<file path="src/rtl/multi_writeback_pkg.sv">
// -----------------------------------------------------------------------------
// multi_writeback_pkg
// Shared definitions for the multi-allocator writeback path: default widths
// and the FSM state encoding used by the top level.
// -----------------------------------------------------------------------------
package multi_writeback_pkg;

  localparam int NUM_ALLOC_DEF  = 4;
  localparam int DATA_WIDTH_DEF = 18;
  localparam int ADDR_WIDTH_DEF = 16;

  typedef enum logic [1:0] {
    IDLE    = 2'd0,
    COLLECT = 2'd1,
    FINISH  = 2'd2
  } wb_state_e;

endpackage

</file>
<file path="src/rtl/multi_writeback_if.sv">
// -----------------------------------------------------------------------------
// multi_writeback_if
// Bundles the scheduler, allocator and output-memory signals of the
// writeback block.
//   master : scheduler/allocator side (drives round control and results)
//   slave  : the writeback block (drives acks, memory writes and status)
// Signals:
//   round_start/round_active/pixels_total/relu_en : round control
//   alloc_done/alloc_data/alloc_ack               : per-allocator results
//   out_mem_addr/out_mem_data/out_mem_en          : output memory write port
//   round_done/all_done                           : completion status
// -----------------------------------------------------------------------------
interface multi_writeback_if
  import multi_writeback_pkg::*;
#(
  parameter int NUM_ALLOCATORS = NUM_ALLOC_DEF,
  parameter int DATA_WIDTH     = DATA_WIDTH_DEF,
  parameter int ADDR_WIDTH     = ADDR_WIDTH_DEF,
  parameter int IDX_WIDTH      = 2
);

  logic                                 round_start;
  logic [IDX_WIDTH:0]                   round_active;
  logic [ADDR_WIDTH-1:0]                pixels_total;
  logic                                 relu_en;
  logic [NUM_ALLOCATORS-1:0]            alloc_done;
  logic [NUM_ALLOCATORS*DATA_WIDTH-1:0] alloc_data;
  logic [NUM_ALLOCATORS-1:0]            alloc_ack;
  logic [ADDR_WIDTH-1:0]                out_mem_addr;
  logic [DATA_WIDTH-1:0]                out_mem_data;
  logic                                 out_mem_en;
  logic                                 round_done;
  logic                                 all_done;

  modport master (
    output round_start, round_active, pixels_total, relu_en, alloc_done, alloc_data,
    input  alloc_ack, out_mem_addr, out_mem_data, out_mem_en, round_done, all_done
  );

  modport slave (
    input  round_start, round_active, pixels_total, relu_en, alloc_done, alloc_data,
    output alloc_ack, out_mem_addr, out_mem_data, out_mem_en, round_done, all_done
  );

endinterface

</file>
<file path="src/rtl/multi_writeback_result_slot.sv">
// -----------------------------------------------------------------------------
// multi_writeback_result_slot
// One holding register for one allocator's result. Captures the result when
// the allocator reports done and the slot is empty, and releases it when the
// top drains it. A drained slot stays closed until the next round begins,
// because the allocator's done level may still be high for a cycle or two
// after its ack.
// Ports:
//   clk, rst     : clock, asynchronous active-high reset
//   capture_en   : slot belongs to the current round and the round is collecting
//   done         : allocator result-ready level
//   data_in      : allocator result
//   drain        : top is writing this slot's result this cycle
//   round_clear  : new round accepted, reopen the slot
//   hold_data    : held result
//   hold_valid   : held result is waiting to be written
// -----------------------------------------------------------------------------
module multi_writeback_result_slot
  import multi_writeback_pkg::*;
#(
  parameter int DATA_WIDTH = DATA_WIDTH_DEF
) (
  input  logic                  clk,
  input  logic                  rst,
  input  logic                  capture_en,
  input  logic                  done,
  input  logic [DATA_WIDTH-1:0] data_in,
  input  logic                  drain,
  input  logic                  round_clear,
  output logic [DATA_WIDTH-1:0] hold_data,
  output logic                  hold_valid
);

  logic [DATA_WIDTH-1:0] data_q, data_d;
  logic                  valid_q, valid_d;
  logic                  drained_q, drained_d;
  logic                  capture;

  assign capture = capture_en && done && !valid_q && !drained_q;

  always_comb begin
    data_d    = data_q;
    valid_d   = valid_q;
    drained_d = drained_q;
    if (round_clear) begin
      valid_d   = 1'b0;
      drained_d = 1'b0;
    end else if (drain) begin
      valid_d   = 1'b0;
      drained_d = 1'b1;
    end else if (capture) begin
      valid_d = 1'b1;
      data_d  = data_in;
    end
  end

  always_ff @(posedge clk or posedge rst) begin
    if (rst) begin
      data_q    <= '0;
      valid_q   <= 1'b0;
      drained_q <= 1'b0;
    end else begin
      data_q    <= data_d;
      valid_q   <= valid_d;
      drained_q <= drained_d;
    end
  end

  assign hold_data  = data_q;
  assign hold_valid = valid_q;

endmodule

</file>
<file path="src/rtl/multi_writeback.sv">
// -----------------------------------------------------------------------------
// multi_writeback
// Collects results from NUM_ALLOCATORS allocators and writes them to output
// memory strictly in allocator order 0..active-1 for each positioner round.
// Results that complete out of order wait in per-allocator holding slots.
// Reports a one-cycle round_done per round and a sticky all_done once
// pixels_total words have been written.
// Ports:
//   clk, rst : clock, asynchronous active-high reset
//   bus      : multi_writeback_if slave (round control, allocator results,
//              output memory write port, completion status)
// -----------------------------------------------------------------------------
module multi_writeback
  import multi_writeback_pkg::*;
#(
  parameter int NUM_ALLOCATORS = NUM_ALLOC_DEF,
  parameter int DATA_WIDTH     = DATA_WIDTH_DEF,
  parameter int ADDR_WIDTH     = ADDR_WIDTH_DEF,
  parameter int IDX_WIDTH      = ($clog2(NUM_ALLOCATORS) < 1) ? 1 : $clog2(NUM_ALLOCATORS)
) (
  input  logic             clk,
  input  logic             rst,
  multi_writeback_if.slave bus
);

  localparam int CNT_W = IDX_WIDTH + 1;

  wb_state_e                 state_q, state_d;
  logic [CNT_W-1:0]          active_q, active_d;
  logic [IDX_WIDTH-1:0]      idx_q, idx_d;
  logic [ADDR_WIDTH-1:0]     addr_q, addr_d;
  logic [ADDR_WIDTH-1:0]     written_q, written_d;
  logic [ADDR_WIDTH-1:0]     mem_addr_q, mem_addr_d;
  logic [DATA_WIDTH-1:0]     mem_data_q, mem_data_d;
  logic                      mem_en_q, mem_en_d;
  logic [NUM_ALLOCATORS-1:0] ack_q, ack_d;
  logic                      round_done_q, round_done_d;
  logic                      all_done_q, all_done_d;

  logic [DATA_WIDTH-1:0]     hold_data [NUM_ALLOCATORS];
  logic [NUM_ALLOCATORS-1:0] hold_valid;
  logic [NUM_ALLOCATORS-1:0] drain_vec;
  logic                      round_clear;
  logic [DATA_WIDTH-1:0]     relu_data;
  logic                      last_slot;

  // Holding slots; only slots inside the current round may capture.
  for (genvar gi = 0; gi < NUM_ALLOCATORS; gi++) begin : g_slot
    logic in_round;
    assign in_round = (state_q == COLLECT) && (CNT_W'(gi) < active_q);

    multi_writeback_result_slot #(
      .DATA_WIDTH (DATA_WIDTH)
    ) u_slot (
      .clk         (clk),
      .rst         (rst),
      .capture_en  (in_round),
      .done        (bus.alloc_done[gi]),
      .data_in     (bus.alloc_data[gi*DATA_WIDTH +: DATA_WIDTH]),
      .drain       (drain_vec[gi]),
      .round_clear (round_clear),
      .hold_data   (hold_data[gi]),
      .hold_valid  (hold_valid[gi])
    );
  end

  // Clamp negative results to zero when relu is enabled.
  always_comb begin
    relu_data = hold_data[idx_q];
    if (bus.relu_en && relu_data[DATA_WIDTH-1]) begin
      relu_data = '0;
    end
  end

  assign last_slot = (CNT_W'(idx_q) + CNT_W'(1)) == active_q;

  always_comb begin
    state_d      = state_q;
    active_d     = active_q;
    idx_d        = idx_q;
    addr_d       = addr_q;
    written_d    = written_q;
    mem_addr_d   = mem_addr_q;
    mem_data_d   = mem_data_q;
    mem_en_d     = 1'b0;
    ack_d        = '0;
    round_done_d = 1'b0;
    drain_vec    = '0;
    round_clear  = 1'b0;

    unique case (state_q)
      IDLE: begin
        if (bus.round_start) begin
          // Counts above the allocator population are clamped so the drain
          // index can never walk past the last slot.
          if (bus.round_active > CNT_W'(NUM_ALLOCATORS)) begin
            active_d = CNT_W'(NUM_ALLOCATORS);
          end else begin
            active_d = bus.round_active;
          end
          idx_d       = '0;
          round_clear = 1'b1;
          state_d     = (bus.round_active == '0) ? FINISH : COLLECT;
        end
      end

      COLLECT: begin
        if (hold_valid[idx_q]) begin
          mem_en_d         = 1'b1;
          mem_addr_d       = addr_q;
          mem_data_d       = relu_data;
          ack_d[idx_q]     = 1'b1;
          drain_vec[idx_q] = 1'b1;
          addr_d           = addr_q + 1'b1;
          written_d        = written_q + 1'b1;
          idx_d            = idx_q + 1'b1;
          if (last_slot) begin
            state_d = FINISH;
          end
        end
      end

      FINISH: begin
        round_done_d = 1'b1;
        state_d      = IDLE;
      end

      default: state_d = IDLE;
    endcase

    // Looks at the post-write count so all_done rises with the final write.
    all_done_d = all_done_q || (written_d == bus.pixels_total);
  end

  always_ff @(posedge clk or posedge rst) begin
    if (rst) begin
      state_q      <= IDLE;
      active_q     <= '0;
      idx_q        <= '0;
      addr_q       <= '0;
      written_q    <= '0;
      mem_addr_q   <= '0;
      mem_data_q   <= '0;
      mem_en_q     <= 1'b0;
      ack_q        <= '0;
      round_done_q <= 1'b0;
      all_done_q   <= 1'b0;
    end else begin
      state_q      <= state_d;
      active_q     <= active_d;
      idx_q        <= idx_d;
      addr_q       <= addr_d;
      written_q    <= written_d;
      mem_addr_q   <= mem_addr_d;
      mem_data_q   <= mem_data_d;
      mem_en_q     <= mem_en_d;
      ack_q        <= ack_d;
      round_done_q <= round_done_d;
      all_done_q   <= all_done_d;
    end
  end

  assign bus.out_mem_addr = mem_addr_q;
  assign bus.out_mem_data = mem_data_q;
  assign bus.out_mem_en   = mem_en_q;
  assign bus.alloc_ack    = ack_q;
  assign bus.round_done   = round_done_q;
  assign bus.all_done     = all_done_q;

endmodule

</file>
<file path="src/flat_wrapper.sv">
// flat-port wrapper written by rule: the top's interface ports become plain ports
module multi_writeback_flat import multi_writeback_pkg::*;
#(
  parameter int NUM_ALLOCATORS = NUM_ALLOC_DEF,
  parameter int DATA_WIDTH     = DATA_WIDTH_DEF,
  parameter int ADDR_WIDTH     = ADDR_WIDTH_DEF,
  parameter int IDX_WIDTH      = ($clog2(NUM_ALLOCATORS) < 1) ? 1 : $clog2(NUM_ALLOCATORS)
)
  (clk, rst, bus_round_start, bus_round_active, bus_pixels_total, bus_relu_en, bus_alloc_done, bus_alloc_data, bus_alloc_ack, bus_out_mem_addr, bus_out_mem_data, bus_out_mem_en, bus_round_done, bus_all_done);
  multi_writeback_if #(.NUM_ALLOCATORS(NUM_ALLOCATORS), .DATA_WIDTH(DATA_WIDTH), .ADDR_WIDTH(ADDR_WIDTH), .IDX_WIDTH(IDX_WIDTH)) bus_i ();
  input  logic clk;
  input  logic rst;
  input wire logic [$bits(bus_i.round_start)-1:0] bus_round_start;
  input wire logic [$bits(bus_i.round_active)-1:0] bus_round_active;
  input wire logic [$bits(bus_i.pixels_total)-1:0] bus_pixels_total;
  input wire logic [$bits(bus_i.relu_en)-1:0] bus_relu_en;
  input wire logic [$bits(bus_i.alloc_done)-1:0] bus_alloc_done;
  input wire logic [$bits(bus_i.alloc_data)-1:0] bus_alloc_data;
  output wire logic [$bits(bus_i.alloc_ack)-1:0] bus_alloc_ack;
  output wire logic [$bits(bus_i.out_mem_addr)-1:0] bus_out_mem_addr;
  output wire logic [$bits(bus_i.out_mem_data)-1:0] bus_out_mem_data;
  output wire logic [$bits(bus_i.out_mem_en)-1:0] bus_out_mem_en;
  output wire logic [$bits(bus_i.round_done)-1:0] bus_round_done;
  output wire logic [$bits(bus_i.all_done)-1:0] bus_all_done;
  assign bus_i.round_start = bus_round_start;
  assign bus_i.round_active = bus_round_active;
  assign bus_i.pixels_total = bus_pixels_total;
  assign bus_i.relu_en = bus_relu_en;
  assign bus_i.alloc_done = bus_alloc_done;
  assign bus_i.alloc_data = bus_alloc_data;
  assign bus_alloc_ack = bus_i.alloc_ack;
  assign bus_out_mem_addr = bus_i.out_mem_addr;
  assign bus_out_mem_data = bus_i.out_mem_data;
  assign bus_out_mem_en = bus_i.out_mem_en;
  assign bus_round_done = bus_i.round_done;
  assign bus_all_done = bus_i.all_done;
  multi_writeback #(.NUM_ALLOCATORS(NUM_ALLOCATORS), .DATA_WIDTH(DATA_WIDTH), .ADDR_WIDTH(ADDR_WIDTH), .IDX_WIDTH(IDX_WIDTH)) u_core (.clk(clk), .rst(rst), .bus(bus_i));
endmodule
</file>
<file path="config.mk">
export PLATFORM = sky130hd
export DESIGN_NAME = multi_writeback_flat
export DESIGN_NICKNAME = d
export VERILOG_FILES = /design/src/rtl/multi_writeback_pkg.sv /design/src/rtl/multi_writeback_if.sv /design/src/rtl/multi_writeback_result_slot.sv /design/src/rtl/multi_writeback.sv /design/src/flat_wrapper.sv
export SDC_FILE = /design/constraint.sdc
export NUM_CORES = 1
export LEC_CHECK = 0
export ABC_AREA = 1
export CAP_MARGIN = 20
export CORE_MARGIN = 2
export CORE_UTILIZATION = 52
export CTS_CLUSTER_DIAMETER = 150
export DETAILED_ROUTE_END_ITERATION = 8
export PLACE_DENSITY = 0.8
export RECOVER_POWER = 100
export SLEW_MARGIN = 20
export SYNTH_ARGS = -nofsm -noshare
export SYNTH_HDL_FRONTEND = slang
export SYNTH_SLANG_ARGS = --single-unit
</file>
<file path="constraint.sdc">
create_clock -name clk -period 7.7 [get_ports clk]
set_input_delay 1.925 -clock clk [delete_from_list [all_inputs] [get_ports clk]]
set_output_delay 1.925 -clock clk [all_outputs]
set_load 0.03 [all_outputs]
</file>
======== Yosys cells after proc, flatten, opt, wreduce, memory -nomap -nowiden ========
Index checks and enable logic that the tools add are counted.
storage, ports and cells
  input port bits ......................... 99
  register bits after elaboration ......... 160
  word-level logic and storage cells ...... 140
operators by class
  equality and inequality tests ........... 7
  reduce and logical (&&, ||, !) cells .... 46
  add/subtract/negate cells ............... 4
  mux-type cells .......................... 46
  bitwise gates (word level) .............. 6
  magnitude comparators ................... 8
operators by type and width
  cell                   count
  $mux 18                3
  $bmux 18 s2            1
  $add 16x1->16 const B  2
  $mux 16                2
  $mux 1                 27
  $logic_and 1x1->1      18
  $reduce_and 3->1       6
  $eq 16x16->1           1
  $mux 2                 6
  $reduce_bool 3->1      4
  $reduce_bool 2->1      5
  $logic_not 1->1        8
  $mux 4                 2
  $pmux 2 s2             2
  $lt 1x3->1 const A     2
  $lt 2x3->1 const A     2
  $not 1->1              5
  $ne 2x2->1 const B     2
  $reduce_and 2->1       2
  $add 2x1->3 const B    1
  $eq 3x3->1             1
  $ge 3x3->1 const B     1
  $gt 3x3->1 const B     1
  $logic_not 3->1        1
  12 further kinds       12

======== Depth between registers and ports, before layout ========
Gate-level depths: netlist of the first run.
  depth in word-level cells ............... 8
  gate-level depth with buffers ........... 17
  mapped depth without buffers ............ 15

======== By module ========
Synthesis of the first run repeated with hierarchy kept, for this count alone.
second synthesis, totals
  cells, all modules ...................... 965
  area total of the unflattened synthesis .. 7,937.6 um^2
by module, submodules not included
  module                       cells each  area an instance (um^2)  sequential area each (um^2)  times used
  multi_writeback              609         4,514.3                  2,001.9                      1
  multi_writeback_result_slot  89          855.8                    500.5                        4

======== Worst setup path after synthesis of the first run ========
No wires, ideal clock.
  kind .................................... input to register
  from .................................... input port bus_round_start
  to ...................................... register u_core.g_slot[0].u_slot.data_q[0]
  arrival time ............................ 3.008 ns
  path buffers ............................ 1
  stages on the path ...................... 6
  path slack .............................. 4.567 ns
  data required time ...................... 7.575 ns
  cells stage by stage .................... nand2_1 clkinv_1 nor2_4 nand2_4 buf_8 mux2_4
between the ends
  longest elaborated chain between the ends .. 4
ends and longest elaborated chain
  item                               line                               text
  start, declared                    flat_wrapper.sv:13                 input wire logic [$bits(bus_i.round_start)-1:0] bus_round_start;
  $mux 1                             multi_writeback.sv:93              if (bus.round_start) begin
  $mux 1                             multi_writeback.sv:91              unique case (state_q)
  $not 1->1 (no source line)         --
  $reduce_and 3->1 (no source line)  --
  end signal, assigned               multi_writeback_result_slot.sv:63  data_q <= data_d;
  end, declared                      multi_writeback_result_slot.sv:34  logic [DATA_WIDTH-1:0] data_q, data_d;
Every way passes these cells.
A chain may end at the register's enable or synchronous reset.

======== Final worst setup path of the first run ========
  from .................................... register u_core.idx_q[1]
  to ...................................... register u_core.g_slot[2].u_slot.data_q[8]
between the ends
  longest elaborated chain between the ends .. 8
ends and longest elaborated chain
  item                                                            line                               text
  start, declared                                                 multi_writeback.sv:30              logic [IDX_WIDTH-1:0] idx_q, idx_d;
  start signal, assigned                                          multi_writeback.sv:151             idx_q <= idx_d;
  $lt 2x3->1 (implied by the code) or $ge 2x1->1 (tied branches)  multi_writeback.sv:113             drain_vec[idx_q] = 1'b1;
  $logic_and 1x1->1 (implied by the code)                         multi_writeback.sv:113
  $mux 1 (implied by the code)                                    multi_writeback.sv:113
  $demux 1 s2                                                     --
  $mux 4 (*)                                                      multi_writeback.sv:108             if (hold_valid[idx_q]) begin
  $mux 4 (*)                                                      multi_writeback.sv:91
  $not 1->1 (no source line) (*)                                  --
  $reduce_and 3->1 (no source line) (*)                           --
  end signal, assigned                                            multi_writeback_result_slot.sv:63
  end, declared                                                   multi_writeback_result_slot.sv:34
Mark *: on every way between the ends. The rest lies on a longest branch, timed or not. The select of a mux whose other input is x is not followed.

==> reports/qor.csv, run 1 <==
stage,metric,value,unit
cells_and_area,antenna_cells,0,
power_and_ir_drop,leakagePower,4.81,nW
timing,tns,0,ns
cells_and_area,seqCellArea,4000,um^2
timing,setup_viol,0,
global_routing,antenna_found_initial,0,
drt,first_iter_violations,436,
cells_and_area,area_growth,26.5,%
drt,post_drt_wl_per_cell,15.7,um
timing,fmax,190,MHz
yosys,syn_avg_cell_area,9.31,um^2
placed_design,place.gp.congestion,0.900,
setup_path,max_stage_delay,1.67,ns
clocking,post_cts_buffers,0,
power_and_ir_drop,power,1.78,mW
cells_and_area,multi_input_area,2950,um^2
cells_and_area,final_cell_area,9550,um^2
drt,first_pass_iters,6,
floorplanning,io-pin-count,140,
cells_and_area,final_cell_mix,"nand2_1, dfrtp_1, clkdlybuf4s50_1, inv_1, o21ai_0",
setup_path,crit_path_end_kind,register,
placed_design,post-place-cells,1107,
setup_path,crit_type,reg -> reg,
worst_hold_path,min_path_type,reg -> reg,
yosys,synth-seq-cells,160,
placed_design,place_area,9020,um^2
clocking,cts_resized,0,
setup_path,cp.required,8.02,ns
timing,slew_headroom,-50.7,%
global_routing,grt_pass1_vias,5962,
drt,routed_wl,17900,um
drt,via_per_inst,5.28,
timing,fin_skew,0.00968,ns
cells_and_area,final_cells,1140,
setup_path,rr_startpoint,u_core.idx_q[1]$_DFFE_PP0P_,
clocking,cts.clk_slew.worst_paths,0.07,ns
clocking,cts_root_buffer,clkbuf_16,
cells_and_area,drive_gt1_share,10.3,%
clocking,hold_buffers,0,
setup_path,cpMostUsedCell,nand2_1,
setup_path,arrival,5.57,ns
outcome,failed_checks,"capacitance limit, slew limit",
drt,drcViolationCount,0,
global_routing,grt_max_degree,110,
clocking,cts.sinks,160,
setup_path,crit_start,u_core.idx_q[1]$_DFFE_PP0P_,
timing,rsz0062_at_grt,false,
placed_design,place_hpwl,12300,um
cells_and_area,mostFrequentLayoutCell,nand2_1,
timing,slew_violations,36,
setup_path,start_kind,register,
yosys,yosysWarnings,0,
global_routing,track_usage,24.0,%
timing,fin_worst_hold_slack,0.461,ns
clocking,cts_buffers,17,
floorplanning,coreArea,14400,um^2
timing,max_slew.worst_pin.slew,2.25,ns
setup_path,crit_slowest_cell,nor2_1,
floorplanning,initial_core_util,52.6,%
yosys,ys_seq_area_share,53.0,%
placed_design,io_buffers,139,
drt,ant_nets,0,
yosys,syn_area,7550,um^2
setup_path,path_cells,inv_1 -> nand3_1 -> nand2_1 -> nor2_1 -> nand2_1 -> nand2_1 -> mux2_2,
power_and_ir_drop,peakVddDrop,0.176,mV
floorplanning,row_count,44,
global_routing,grt-ovfl-total,0,
clocking,clock_path_buffers,2,
clocking,cts_max_level,4,
setup_path,crit_fanout,35,
cells_and_area,nets,1048,
outcome,outcome,finished with violations,
clocking,cts_tree,done,
timing,period_share,68.2,%
timing,fin_crit,5.25,ns
floorplanning,die_h,125,um
yosys,synth.distinct_cells,39,
power_and_ir_drop,power_density,186,nW/um^2
global_routing,grt_pass1_wl,29600,um
job,maxCapViolations,1,
yosys,syn_inst,811,
clocking,clk_latency,0.43,ns
timing,hold_viol,0,
drt,routed-via-count,6018,
floorplanning,die_w,125,um
worst_hold_path,worst_hold_startpoint,u_core.state_q[0]$_DFFE_PP0P_,
yosys,syn-num-nets,916,
cells_and_area,fillers,1151,
floorplanning,dieArea,15500,um^2
layout make-up:
cell class	count	share of cell area [%]
clock inverters	15	1.83
clock buffers	17	4.45
repair buffers	143	14.9
flip-flops and latches	160	41.9
multi-input cells	531	30.9
well taps	184	2.41
inverters	90	3.59
critical path, delay by kind of cell (launching register included):
family	cells	cell delay [ns]
buf+inv	1	0.44
flops	1	1.06
mux	1	0.42
simple gates	5	3.20
routing by layer:
metal	up-vias	wire length, um	part of all wire, %	global-route usage [%]
met5	-	0	0	0
met4	0	384	2.1	8.53
met3	28	799	4.5	4.81
met2	172	8630	48	38.1
met1	2911	8110	45	33.1
li1	2907	-	-	-
power by group:
group	switching [mW]	internal [mW]	total, mW
registers	0	0.840	0.840
clock network	0.372	0.490	0.862
logic	0.0318	0.0477	0.0795
final timing paths:
check	endpoint	slack (ns)	depth (start not counted)
setup / recovery	u_core.g_slot[2].u_slot.hold_data[8]$_DFFE_PP0P_	2.45	7
hold / removal	u_core.bus.round_done$_DFF_PP0_	0.46	1
setup reg to reg	u_core.g_slot[2].u_slot.hold_data[8]$_DFFE_PP0P_	2.45	7
hold reg to reg	u_core.bus.round_done$_DFF_PP0_	0.46	1
max in group asynchronous	u_core.bus.out_mem_addr[13]$_DFFE_PP0P_	4.30	3
min in group asynchronous	u_core.addr_q[11]$_DFFE_PP0P_	2.16	2
stage by stage:
step	setup WS, ns	util [%]
after floorplan	1.46	-
after global placement	3.79	62.8
after detailed placement	3.80	62.8
after CTS	3.77	67.0
after global routing	1.82	66.5
final	2.45	66.5
sequential cells by signal, summed over array words and instances, names as in the netlist, 2 cells and up:
register / count
u_core.active_q: 3
u_core.addr_q: 16
u_core.bus.alloc_ack: 4
u_core.bus.out_mem_addr: 16
u_core.bus.out_mem_data: 18
u_core.g_slot.u_slot.drained_q: 4
u_core.g_slot.u_slot.hold_data: 72
u_core.g_slot.u_slot.hold_valid: 4
u_core.idx_q: 2
u_core.state_q: 2
u_core.written_q: 16
Yosys cell counts, drive strengths merged:
cell type	count	share of area, %
nor2	72	4.1
a22o	1	0.12
a32o	1	0.13
buf	18	1.9
a21boi	1	0.099
o2111ai	1	0.12
xnor2	6	0.70
dfrtp	160	53
nand4	11	0.99
o21ai	74	5.0
o22ai	5	0.41
nand3b	3	0.30
clkinv	1	0.050
o31ai	4	0.40
clkbuf	12	0.60
xor2	13	1.5
a21oi	29	1.9
ha	6	0.99
nand2	180	9.2
o41ai	1	0.12
nand3	50	3.4
xnor3	1	0.30
mux2	60	9.4
inv	89	4.4
nor3	12	0.86
cells by family (layout without fill, tap and decap cells):
group	after synthesis	count (layout)	synth area share [%]
and+or+nand+nor	328	328	18.9
DFF	160	160	53.0
buffers and inverters	120	265	6.96
AOI/OAI and AO/OA	117	117	8.27
muxes	60	60	9.39
xor gates and xnor gates	20	20	2.50
adders and majority gates	6	6	0.994
Note: power is estimated with default switching activity, not from simulation.
==> run 2: changes to the inputs <==
--- a/config.mk
+++ b/config.mk
@@ -8,10 +8,10 @@
 export ABC_AREA = 1
 export CAP_MARGIN = 20
 export CORE_MARGIN = 2
-export CORE_UTILIZATION = 52
+export CORE_UTILIZATION = 48
 export CTS_CLUSTER_DIAMETER = 150
 export DETAILED_ROUTE_END_ITERATION = 8
-export PLACE_DENSITY = 0.8
+export PLACE_DENSITY = 0.77
 export RECOVER_POWER = 100
 export SLEW_MARGIN = 20
 export SYNTH_ARGS = -nofsm -noshare
==> constraint.sdc (replaced) <==
create_clock -name clk -period 4.3 [get_ports clk]
set_input_delay 1.075 -clock clk [delete_from_list [all_inputs] [get_ports clk]]
set_output_delay 1.075 -clock clk [all_outputs]
set_load 0.03 [all_outputs]
==> run 2 against run 1 <==
Compared with the run above: largest cell class unchanged; utilization is 4.0 points lower; critical path type unchanged; global-route usage is 1.9 points lower; via count shrank 1.8%; power increased by 73%; sequential cell count unchanged; the flow still finishes with violations (capacitance limit, slew limit); clock skew up 0.00069 ns; routed wire length is 1.6% lower; sequential share of layout area decreased by 0.066 points; combinational power increased by 75%; non-clock buffer count is 2 higher.
==> reports/qor.csv, run 2 (same netlist as run 1, synthesis figures left out) <==
stage,metric,value,unit,change
timing,max_slew.worst_pin.slew,2.15,ns,-0.102 ns
drt,routed-via-count,5907,,-1.8%
drt,via_per_inst,5.05,,-4.3%
drt,ant_nets,0,,unchanged
power_and_ir_drop,power,3.09,mW,+73%
power_and_ir_drop,power_density,323,nW/um^2,+73%
setup_path,rr_startpoint,u_core.idx_q[0]$_DFFE_PP0P_,,
clocking,cts.clk_slew.worst_paths,0.06,ns,about the same
floorplanning,io-pin-count,140,,unchanged
placed_design,place_hpwl,12400,um,+0.85%
setup_path,rr_worst_depth,8,,+1
floorplanning,die_h,129,um,+4.0%
drt,first_iter_violations,349,,-20%
clocking,cts_resized,0,,unchanged
placed_design,dp_slack,1.39,ns,-2.40 ns
clocking,clock_path_buffers,2,,unchanged
drt,first_pass_iters,5,,-1
worst_hold_path,worst_hold_startpoint,u_core.bus.all_done$_DFF_PP0_,,
setup_path,reg2reg_slack,1.12,ns,-1.33 ns
outcome,failed_checks,"capacitance limit, slew limit",,
clocking,post_cts_buffers,0,,unchanged
power_and_ir_drop,clkPwrFrac,46.7,%,-1.7 points
timing,slew_headroom,-43.3,%,+7.4 points
floorplanning,die_w,129,um,+4.0%
timing,tns,0,ns,unchanged
power_and_ir_drop,p_seq_share,48.8,%,+1.6 points
setup_path,crit_fanout,31,,-11%
worst_hold_path,min_path_type,reg -> reg,,
drt,drcViolationCount,0,,unchanged
floorplanning,row_count,45,,+2.3%
clocking,cts_max_level,4,,unchanged
cells_and_area,drive_gt1_share,10.4,%,+0.19 points
power_and_ir_drop,p_int,2.41,mW,+75%
clocking,cts_tree,done,,
placed_design,place.gp.congestion,0.855,,-5.0%
timing,slew_violations,161,,+350%
global_routing,grt_max_degree,161,,+46%
cells_and_area,mostFrequentLayoutCell,nand2_1,,
timing,fmax,314,MHz,+65%
setup_path,crit_path_end_kind,register,,
placed_design,io_buffers,139,,unchanged
global_routing,track_usage,22.1,%,-1.9 points
cells_and_area,final_cell_mix,"nand2_1, dfrtp_1, clkdlybuf4s50_1, inv_1, o21ai_0",,
clocking,clk_latency,0.43,ns,about the same
floorplanning,coreArea,15300,um^2,+6.6%
timing,setup_viol,0,,unchanged
cells_and_area,antenna_cells,0,,unchanged
timing,fin_skew,0.0104,ns,+0.000691 ns
drt,post_drt_wl_per_cell,15.1,um,-4.0%
clocking,cts_root_buffer,clkbuf_16,,
timing,hold_viol,0,,unchanged
outcome,outcome,finished with violations,,
cells_and_area,largest_register_ffs,72,,unchanged
floorplanning,dieArea,16800,um^2,+8.1%
clocking,cts.sinks,160,,unchanged
timing,rsz0062_at_grt,false,,
global_routing,grt-ovfl-total,0,,unchanged
power_and_ir_drop,combPwrFrac,4.5,%,about the same
power_and_ir_drop,power_switching,0.676,mW,+67%
global_routing,grt_pass1_vias,5752,,-3.5%
timing,period_share,74.0,%,+5.7 points
cells_and_area,nets,1050,,+0.19%
timing,fin_crit,3.18,ns,-2.07 ns
worst_hold_path,hold_depth,2,,+1
setup_path,crit_type,reg -> reg,,
clocking,hold_buffers,0,,unchanged
worst_hold_path,holdPathEnd,u_core.bus.all_done$_DFF_PP0_,,
setup_path,start_kind,register,,
power_and_ir_drop,peakVddDrop,0.298,mV,+69%
power_and_ir_drop,leakagePower,4.80,nW,-0.30%
setup_path,r2r-end,u_core.g_slot[3].u_slot.hold_data[8]$_DFFE_PP0P_,,
clocking,cts_buffers,17,,unchanged
timing,layout_setup_ws,1.12,ns,-1.33 ns
global_routing,grt_pass1_wl,28700,um,-3.0%
job,maxCapViolations,1,,unchanged
timing,fin_worst_hold_slack,0.466,ns,+0.00457 ns
drt,routed_wl,17600,um,-1.6%
power_and_ir_drop,p_sw_share,21.9,%,-0.76 points
setup_path,arrival,3.49,ns,-2.08 ns
cells_and_area,area_growth,26.7,%,
floorplanning,initial_core_util,49.3,%,-3.2 points
setup_path,cp.required,4.61,ns,-3.41 ns
global_routing,antenna_found_initial,0,,unchanged
==> run 2: cell types whose count changed in the layout (fill, tap and decap cells not counted), sizes merged <==
cell and change:
clkinv +4, inv -4, buf +2, bufinv -1
clkbuf +1, clkdlybuf4s50 +1, dlygate4sd3 -1
==> run 2: power groups by stage <==
stage                     clock (mW)  combinational, mW  sequential, mW
final                           1.44              0.139            1.51
after CTS                       1.47              0.145            1.51
after global routing            1.54              0.154            1.50
after floorplan                    0             0.0352            1.53
after detailed placement           0              0.144            1.53
after global placement             0              0.144            1.53
==> run 2: area by class of cell <==
class	count	area [um^2]
clock inverter	14	129
clock buffer	18	439
fill	1290	5750
tap	211	264
multi-input combinational	531	2950
timing repair buffer	145	1440
inverter	90	342
sequential	160	4000
==> run 2: metal layers <==
layer / track usage (%) / vias up / routed length (um)
li1: - / 2912 / -
met1: 30.3 / 2822 / 8210
met2: 35.2 / 149 / 8340
met3: 5.24 / 24 / 704
met4: 7.02 / 0 / 393
met5: 0 / - / 0
==> run 2: worst max-delay path, stage by stage (launching register included) <==
cell and delay (ns):
dfrtp_1 0.37, inv_1 0.67, nand2_1 0.18, nand3_1 0.17, nand2_1 0.12, nor2_1 0.24, nand2_1 0.15, nand2_1 0.72
mux2_2 0.41
==> run 2: stage by stage <==
step                      std cells  area (um^2)  util (%)
final                          1169         9570      62.5
after global routing           1169         9570      62.5
after CTS                      1169         9660      63.0
after detailed placement       1137         9090      59.3
after global placement         1137         9090      59.3
after floorplan                 811         7560         -
==> run 2: how the worst max path moves through the flow <==
stage / end / startpoint / cells after the start / slack, ns
final: u_core.g_slot[3].u_slot.hold_data[8]$_DFFE_PP0P_ / u_core.idx_q[0]$_DFFE_PP0P_ / 8 / 1.12
after global routing: u_core.bus.round_done$_DFF_PP0_ / rst / 3 / 0.69
after CTS: u_core.addr_q[7]$_DFFE_PP0P_ / u_core.idx_q[0]$_DFFE_PP0P_ / 8 / 1.50
after detailed placement: u_core.g_slot[0].u_slot.hold_data[2]$_DFFE_PP0P_ / bus_round_start / 6 / 1.39
after global placement: u_core.g_slot[0].u_slot.hold_data[5]$_DFFE_PP0P_ / bus_round_start / 6 / 1.42
after floorplan: u_core.active_q[0]$_DFFE_PP0P_ / rst / 1 / 1.20
